--- src/rtl/cdb_arbiter.sv ---
// Common data bus writeback arbiter: round-robin selection among FU results into a
// single registered broadcast slot, with flush and single-uop recovery kill.
module cdb_arbiter #(
    parameter int FU_NUM  = 4,
    parameter int PHYS_W  = 6,
    parameter int ROB_W   = 5,
    parameter int EPOCH_W = 2,
    parameter int XLEN    = 32
) (
    input  logic                      clk,
    input  logic                      rst,
    input  logic [FU_NUM-1:0]         fu_valid,
    output logic [FU_NUM-1:0]         fu_ready,
    input  logic [FU_NUM*PHYS_W-1:0]  fu_pd,
    input  logic [FU_NUM*ROB_W-1:0]   fu_rob_idx,
    input  logic [FU_NUM*EPOCH_W-1:0] fu_epoch,
    input  logic [FU_NUM*XLEN-1:0]    fu_data,
    output logic                      wb_valid,
    input  logic                      wb_ready,
    output logic [PHYS_W-1:0]         wb_pd,
    output logic [ROB_W-1:0]          wb_rob_idx,
    output logic [EPOCH_W-1:0]        wb_epoch,
    output logic [XLEN-1:0]           wb_data,
    input  logic                      flush_valid,
    input  logic                      recover_valid,
    input  logic [ROB_W-1:0]          recover_rob_idx,
    input  logic [EPOCH_W-1:0]        recover_epoch,
    output logic                      busy
);

    localparam int IDX_W = $clog2(FU_NUM);

    logic [IDX_W-1:0]   rr_ptr_q, rr_ptr_d;
    logic               wb_valid_q, wb_valid_d;
    logic [PHYS_W-1:0]  wb_pd_q, wb_pd_d;
    logic [ROB_W-1:0]   wb_rob_idx_q, wb_rob_idx_d;
    logic [EPOCH_W-1:0] wb_epoch_q, wb_epoch_d;
    logic [XLEN-1:0]    wb_data_q, wb_data_d;

    logic [FU_NUM-1:0]  req_kill;
    logic               out_kill;
    logic               slot_free;
    logic               grant;
    logic               grant_kill;
    logic [IDX_W-1:0]   grant_idx;
    logic [IDX_W:0]     cand_sum;
    logic [IDX_W-1:0]   cand;
    logic [PHYS_W-1:0]  sel_pd;
    logic [ROB_W-1:0]   sel_rob_idx;
    logic [EPOCH_W-1:0] sel_epoch;
    logic [XLEN-1:0]    sel_data;

    always_comb begin
        req_kill = '0;
        for (int i = 0; i < FU_NUM; i++) begin
            req_kill[i] = recover_valid
                       && (fu_rob_idx[i*ROB_W +: ROB_W] == recover_rob_idx)
                       && (fu_epoch[i*EPOCH_W +: EPOCH_W] == recover_epoch);
        end
    end

    assign out_kill = wb_valid_q && recover_valid
                   && (wb_rob_idx_q == recover_rob_idx) && (wb_epoch_q == recover_epoch);

    // A killed output entry vacates the slot, so a grant can refill it on the same edge.
    assign slot_free = !wb_valid_q || wb_ready || out_kill;

    always_comb begin
        grant     = 1'b0;
        grant_idx = '0;
        cand_sum  = '0;
        cand      = '0;
        if (slot_free && !flush_valid && !rst) begin
            for (int k = 0; k < FU_NUM; k++) begin
                cand_sum = {1'b0, rr_ptr_q} + (IDX_W+1)'(k);
                if (cand_sum >= (IDX_W+1)'(FU_NUM)) begin
                    cand_sum = cand_sum - (IDX_W+1)'(FU_NUM);
                end
                cand = cand_sum[IDX_W-1:0];
                if (!grant && fu_valid[cand]) begin
                    grant     = 1'b1;
                    grant_idx = cand;
                end
            end
        end
    end

    always_comb begin
        fu_ready    = '0;
        grant_kill  = 1'b0;
        sel_pd      = '0;
        sel_rob_idx = '0;
        sel_epoch   = '0;
        sel_data    = '0;
        for (int i = 0; i < FU_NUM; i++) begin
            if (grant_idx == IDX_W'(i)) begin
                fu_ready[i] = grant;
                grant_kill  = req_kill[i];
                sel_pd      = fu_pd[i*PHYS_W +: PHYS_W];
                sel_rob_idx = fu_rob_idx[i*ROB_W +: ROB_W];
                sel_epoch   = fu_epoch[i*EPOCH_W +: EPOCH_W];
                sel_data    = fu_data[i*XLEN +: XLEN];
            end
        end
    end

    always_comb begin
        rr_ptr_d     = rr_ptr_q;
        wb_valid_d   = wb_valid_q;
        wb_pd_d      = wb_pd_q;
        wb_rob_idx_d = wb_rob_idx_q;
        wb_epoch_d   = wb_epoch_q;
        wb_data_d    = wb_data_q;
        if (flush_valid) begin
            wb_valid_d = 1'b0;
            rr_ptr_d   = '0;
        end else begin
            if (wb_valid_q && (wb_ready || out_kill)) begin
                wb_valid_d = 1'b0;
            end
            if (grant) begin
                rr_ptr_d = (grant_idx == IDX_W'(FU_NUM-1)) ? '0 : grant_idx + 1'b1;
                // A recovered requester is consumed but never reaches the bus.
                if (!grant_kill) begin
                    wb_valid_d   = 1'b1;
                    wb_pd_d      = sel_pd;
                    wb_rob_idx_d = sel_rob_idx;
                    wb_epoch_d   = sel_epoch;
                    wb_data_d    = sel_data;
                end
            end
        end
    end

    always_ff @(posedge clk or posedge rst) begin
        if (rst) begin
            rr_ptr_q     <= '0;
            wb_valid_q   <= 1'b0;
            wb_pd_q      <= '0;
            wb_rob_idx_q <= '0;
            wb_epoch_q   <= '0;
            wb_data_q    <= '0;
        end else begin
            rr_ptr_q     <= rr_ptr_d;
            wb_valid_q   <= wb_valid_d;
            wb_pd_q      <= wb_pd_d;
            wb_rob_idx_q <= wb_rob_idx_d;
            wb_epoch_q   <= wb_epoch_d;
            wb_data_q    <= wb_data_d;
        end
    end

    assign wb_valid   = wb_valid_q;
    assign wb_pd      = wb_pd_q;
    assign wb_rob_idx = wb_rob_idx_q;
    assign wb_epoch   = wb_epoch_q;
    assign wb_data    = wb_data_q;
    assign busy       = wb_valid_q;

endmodule

--- config.mk ---
export PLATFORM = sky130hd
export DESIGN_NAME = cdb_arbiter
export DESIGN_NICKNAME = d
export VERILOG_FILES = /design/src/rtl/cdb_arbiter.sv
export SDC_FILE = /design/constraint.sdc
export NUM_CORES = 1
export LEC_CHECK = 0
export CORE_ASPECT_RATIO = 1.4
export CORE_MARGIN = 2
export CORE_UTILIZATION = 38
export DETAILED_ROUTE_END_ITERATION = 7
export PLACE_DENSITY = 0.85
export SLEW_MARGIN = 20
export SYNTH_ARGS = -nofsm -noshare
export SYNTH_HDL_FRONTEND = slang
export SYNTH_SLANG_ARGS = --single-unit
--- constraint.sdc ---
create_clock -name clk -period 3.5 [get_ports clk]
set_input_delay 0.525 -clock clk [delete_from_list [all_inputs] [get_ports clk]]
set_output_delay 0.525 -clock clk [all_outputs]
set_load 0.01 [all_outputs]
* After elaboration in Yosys (flattened, before gate mapping)
Index checks and enable logic that the tools add are counted.
Storage, ports and cells: logic and storage cells 126, input bits 196, output and inout port bits 51, register bits 48
Operators by class: $add $sub $neg 8, bitwise logic cells 2, eq/ne operators 13, reductions and logical operators 29, multiplexer cells 60, $lt $le $gt $ge 8
Operators with widths (count):
- 32-bit two-way mux | 4
- 2-bit two-way mux | 20
- 5-bit equality test | 5
- 1-bit two-way mux | 24
- 6-bit two-way mux | 4
- 5-bit two-way mux | 4
- 1-bit logical AND | 17
- 2-bit by 3-bit < comparator with 1-bit output, second input constant | 4
- 2-bit equality test | 5
- 3-bit greater-or-equal comparator, second input constant | 3
- 1-bit binary-select mux with 2-bit select | 4
- 2-bit by 1-bit subtractor with 2-bit output, second input constant | 4
- 2-bit by 2-bit adder with 3-bit output, second input constant | 2
- 1-bit logical NOT | 6
- 2-bit equality test, second input constant | 2
- 2-bit by 1-bit adder with 3-bit output, second input constant | 1
- 2-bit by 3-bit greater-or-equal comparator with 1-bit output, second input constant | 1
- 1-bit logical OR | 3
- 3-bit AND reduction | 1
- 2-bit by 1-bit adder with 2-bit output, second input constant | 1
- 2-bit by 1-bit equality test with 1-bit output, second input constant | 1
- 2-bit logical NOT | 1
- 1-bit NOT | 2
- 2-bit nonzero test | 1

* Logic depth before layout (Yosys ltp)
depth after elaboration 31, mapped depth 17, mapped depth without buffers 13

* Least setup slack after synthesis
No wires, ideal clock.
kind input port to flip-flop, start point in recover_epoch[0], end point reg wb_data_q[10] (netlist: wb_data[10]), stages 16, setup slack 0.119 ns, buffers on the path 4, setup time 0.125 ns, arrival time 3.256 ns, required time 3.375 ns, path through buf_2 xnor2_1 nand4_1 o21ai_2 nor3b_1 o221ai_1 ha_1 nor2b_1 clkbuf_1 nand4_1 nor2_1 o21ai_0 nor3b_1 buf_6 buf_12 mux2_4
On the way: longest elaborated chain between the ends 13, elaborated cells between the ends (all ways) 29, classes of those cells eq/ne (8); mux (10); bitwise (1); reduce/logical (10)
RTL lines:
- start: declaration | RTL line 27 | input logic [EPOCH_W-1:0] recover_epoch,
- 2-bit equality test | RTL line 63 | && (wb_rob_idx_q == recover_rob_idx) && (wb_epoch_q == recover_epoch);
- 1-bit logical AND | RTL line 63
- 1-bit logical OR | RTL line 66 | assign slot_free = !wb_valid_q || wb_ready || out_kill;
- 1-bit logical AND (2 in series) | RTL line 73 | if (slot_free && !flush_valid && !rst) begin
- 2-bit two-way mux | RTL line 73
- 2-bit logical NOT | RTL line 96 | if (grant_idx == IDX_W'(i)) begin
- 1-bit two-way mux (4 in series) | RTL line 96
- 1-bit NOT (no line)
- 3-bit AND reduction (no line)
- end signal: assignment | RTL line 149 | wb_data_q <= wb_data_d;
- end: declaration | RTL line 38 | logic [XLEN-1:0] wb_data_q, wb_data_d;
Parallel ways exist; a longest one is shown, timed or not. A chain may end at the register's enable or synchronous reset.

* Final worst setup path
start point reg wb_rob_idx_q[3] (netlist: wb_rob_idx[3]), end point reg wb_rob_idx_q[4] (netlist: wb_rob_idx[4])
On the way: longest elaborated chain between the ends 14, elaborated cells between the ends (all ways) 22, classes of those cells eq/ne (4); mux (10); bitwise (1); reduce/logical (7)
RTL lines:
- start: declaration | RTL line 36 | logic [ROB_W-1:0] wb_rob_idx_q, wb_rob_idx_d;
- start signal: assignment | RTL line 147 | wb_rob_idx_q <= wb_rob_idx_d;
- 5-bit equality test * | RTL line 63
- 1-bit logical AND * (2 in series) | RTL line 63
- 1-bit logical OR * | RTL line 66
- 1-bit logical AND * (2 in series) | RTL line 73
- 2-bit two-way mux | RTL line 73
- 2-bit logical NOT | RTL line 96
- 1-bit two-way mux (4 in series) | RTL line 96
- 1-bit NOT (no line)
- 3-bit AND reduction (no line)
Mark *: on every way between the ends. The rest lies on a longest branch, timed or not.

==> results.json <==
{
  "cts_max_level": 2,
  "fmax_ghz": 0.304,
  "drcViolationCount": 0,
  "startpoint_type": "flop",
  "vias_per_cell": 5.27,
  "dr_total_vias": 4386,
  "ys.flop_type": "dfrtp_1",
  "syn_area_per_cell_um2": 8.69,
  "worstPathRequired_ns": 3.68,
  "grt_usage": 0.257,
  "dieHeight_um": 124,
  "place.gp.congestion": 0.876,
  "yosys_warnings": 0,
  "crit_type": "reg2reg",
  "cts_made_buffers": 5,
  "ioPinCount": 247,
  "powerDensity_mw_per_mm2": 360,
  "slew_violations": 0,
  "drive_above_1_share": 0.155,
  "nNetsFinal": 895,
  "io_buffer_count": 246,
  "placed_area_mm2": 0.00654,
  "die_area_mm2": 0.0111,
  "dr.pass1.iters": 4,
  "worst_clock_skew_ns": 0.00549,
  "clock-root-buffer": "clkbuf_16",
  "area_growth_pct": 76.3,
  "synth_cell_types": 36,
  "grt_pass1_wl_um": 21900,
  "grt_antenna_before_repair": 1,
  "drt_iter0_drc": 156,
  "cp.arrival_ns": 3.46,
  "leakage_nw": 2.89,
  "cp-end-kind": "flop",
  "routedWlPerCell_um": 17.8,
  "die_width_um": 89.6,
  "synthesis.nets": 648,
  "worst_slack_ns": 0.216,
  "postSynthCellCount": 448,
  "core_mm2": 0.00995,
  "clk_path_buf_depth": 2,
  "wl_met3_um": 1080,
  "top_layer": "met4",
  "routed_wl_um": 14900,
  "rsz0062_at_grt": "false",
  "synth_edf_count": 0,
  "cts_sinks": 48,
  "wl_met1_um": 5160,
  "slew_headroom": 0.441,
  "worst_pin_slew_ns": 0.839,
  "cts_tree": "yes",
  "pre_cts_ws_ns": -0.466,
  "min_period_ns": 3.28,
  "critPathMaxFanout": 13,
  "num_rows": 43,
  "ys_ff_latch": 48,
  "grt_max_degree": 49,
  "grt_pass1_vias": 4533,
  "dr_wl_met2_um": 7930,
  "worstHoldPathType": "reg2reg",
  "grt-ovfl-total": 0,
  "synth_area_mm2": 0.00389,
  "cts_hold_buf": 0,
  "n_fill_cell": 785,
  "finalCritPeriodShare": 0.938,
  "setup_viol_count_final": 0,
  "yosysSeqAreaShare": 0.308,
  "drtAntennaViolNets": 0,
  "outcome": "finished, final reports clean",
  "start_util": 0.391,
  "clk_latency_ns": 0.29,
  "async_flop_share": 1.00,
  "hold_viol": 0,
  "maxCapViolations": 0,
  "fin_area_mm2": 0.00687,
  "path_clk_slew_ns": 0.06,
  "ir_drop_v": 0.000233,
  "hpwlAfterDp_um": 11300
}
-- synthesized netlist by cell type, types with 2 or more instances --
master | instances | area [um^2]
clkbuf_1 | 27 | 101
xor2_1 | 4 | 35.0
mux2_2 | 8 | 90.1
ha_1 | 4 | 50.1
inv_1 | 4 | 15.0
buf_6 | 2 | 22.5
o21ai_0 | 46 | 230
nand4_1 | 8 | 50.1
buf_1 | 3 | 11.3
and3_1 | 4 | 25.0
buf_2 | 6 | 30.0
buf_12 | 4 | 80.1
a22oi_1 | 44 | 330
nor2_1 | 48 | 180
xnor2_1 | 30 | 263
a21oi_1 | 50 | 250
mux2_4 | 39 | 586
nor2b_1 | 3 | 18.8
dfrtp_1 | 48 | 1200
nor3b_1 | 3 | 22.5
nand2_1 | 48 | 180
-- state kept, by name, indices dropped and copies added (netlist names) --
register and flops:
wb_data 32, wb_rob_idx 5, wb_pd 6, wb_epoch 2, rr_ptr_q 2, busy 1
-- worst paths after layout --
path / cells after the start / slack [ns] / end / start
worst min register to register: 1 / 0.51 / wb_data[21]$_DFFE_PP0P_ / wb_data[21]$_DFFE_PP0P_
worst min-delay path: 1 / 0.51 / wb_data[21]$_DFFE_PP0P_ / wb_data[21]$_DFFE_PP0P_
max in group asynchronous: 2 / 2.15 / wb_data[26]$_DFFE_PP0P_ / rst
worst max-delay path: 14 / 0.22 / wb_rob_idx[4]$_DFFE_PP0P_ / wb_rob_idx[3]$_DFFE_PP0P_
worst max register to register: 14 / 0.22 / wb_rob_idx[4]$_DFFE_PP0P_ / wb_rob_idx[3]$_DFFE_PP0P_
min in group asynchronous: 2 / 0.84 / wb_rob_idx[1]$_DFFE_PP0P_ / rst
-- cell families (layout without fill, tap and decap cells) --
kind of cell	after synthesis	in the layout	synth area share
AOI/OAI and AO/OA	146	146	0.221
xor gates and xnor gates	35	35	0.0806
adders and majority gates	4	4	0.0128
buffers and inverters	47	295	0.0687
DFF	48	48	0.308
muxes	48	48	0.176
other	0	1	0
and+or+nand+nor	120	120	0.133
-- per-layer routing --
| metal | vias to the layer above | global-route usage |
|---|---|---|
| li1 | 2080 | - |
| met1 | 2046 | 0.255 |
| met2 | 212 | 0.486 |
| met3 | 48 | 0.0577 |
| met4 | 0 | 0.128 |
| met5 | - | 0 |
-- timing repair --
action                                  4_1_cts  5_1_grt
gates cloned                                  2        0
endpoints found under the setup margin       50       50
gates resized for setup                      17       14
buffers inserted                              6        0
pin swaps                                     3       11
-- worst max-delay path: stages (launching register included) --
cell and delay [ns]:
dfrtp_1 0.44, xnor2_2 0.20, nand4_1 0.14, o21ai_2 0.21, nor3b_4 0.25, o211ai_1 0.16, inv_1 0.12, ha_2 0.19
nand3_1 0.08, or4_4 0.55, o41ai_4 0.08, nor3b_4 0.10, buf_4 0.17, buf_16 0.16, mux2_4 0.30
-- report_power, final --
| part | switching (mW) | internal [mW] |
|---|---|---|
| combinational | 0.431 | 0.751 |
| sequential | 0.103 | 0.696 |
| clock | 0.205 | 0.285 |
| total | 0.740 | 1.73 |
-- stage by stage --
| stage | power (mW) | std cells | hold WS [ns] | TNS (ns) | util |
|---|---|---|---|---|---|
| 2_1_floorplan | 1.31 | 448 | 0.551 | 0 | - |
| 3_3_place_gp | 1.93 | 815 | 0.492 | -11.67 | 0.657 |
| 3_5_place_dp | 1.96 | 815 | 0.491 | -19.27 | 0.657 |
| 4_1_cts | 2.48 | 831 | 0.511 | 0 | 0.685 |
| 5_1_grt | 2.60 | 832 | 0.516 | 0 | 0.690 |
| 6_report | 2.47 | 832 | 0.509 | 0 | 0.690 |
-- layout by cell type (no fill, tap or decap), types with 2 or more instances in the layout --
| cell | instances |
|---|---|
| nor2_1 | 48 |
| a21oi_1 | 50 |
| buf_12 | 2 |
| nor3b_4 | 2 |
| xnor2_2 | 3 |
| nand4_1 | 8 |
| nand2_1 | 48 |
| xor2_1 | 4 |
| dlygate4sd2_1 | 4 |
| inv_1 | 3 |
| clkdlybuf4s50_1 | 234 |
| ha_2 | 2 |
| o21ai_0 | 45 |
| dfrtp_1 | 48 |
| nor2b_1 | 2 |
| mux2_4 | 39 |
| a22oi_1 | 44 |
| mux2_2 | 8 |
| and3_1 | 4 |
| xnor2_1 | 28 |
| clkbuf_16 | 5 |
| o21ai_2 | 2 |
| buf_4 | 32 |
| buf_6 | 2 |
| dlymetal6s2s_1 | 7 |
-- cell type report --
type / count / area (um^2) / share of cell area
Tap cell: 135 / 169 / 0.0246
Inverter: 4 / 16.3 / 0.00237
Timing Repair Buffer: 283 / 2800 / 0.408
Sequential cell: 48 / 1200 / 0.175
Clock inverter: 1 / 7.51 / 0.00109
Antenna cell: 1 / 2.50 / 0.000364
Multi-Input combinational cell: 353 / 2530 / 0.368
Clock buffer: 7 / 143 / 0.0208
Note: power is estimated with default switching activity, not from simulation.
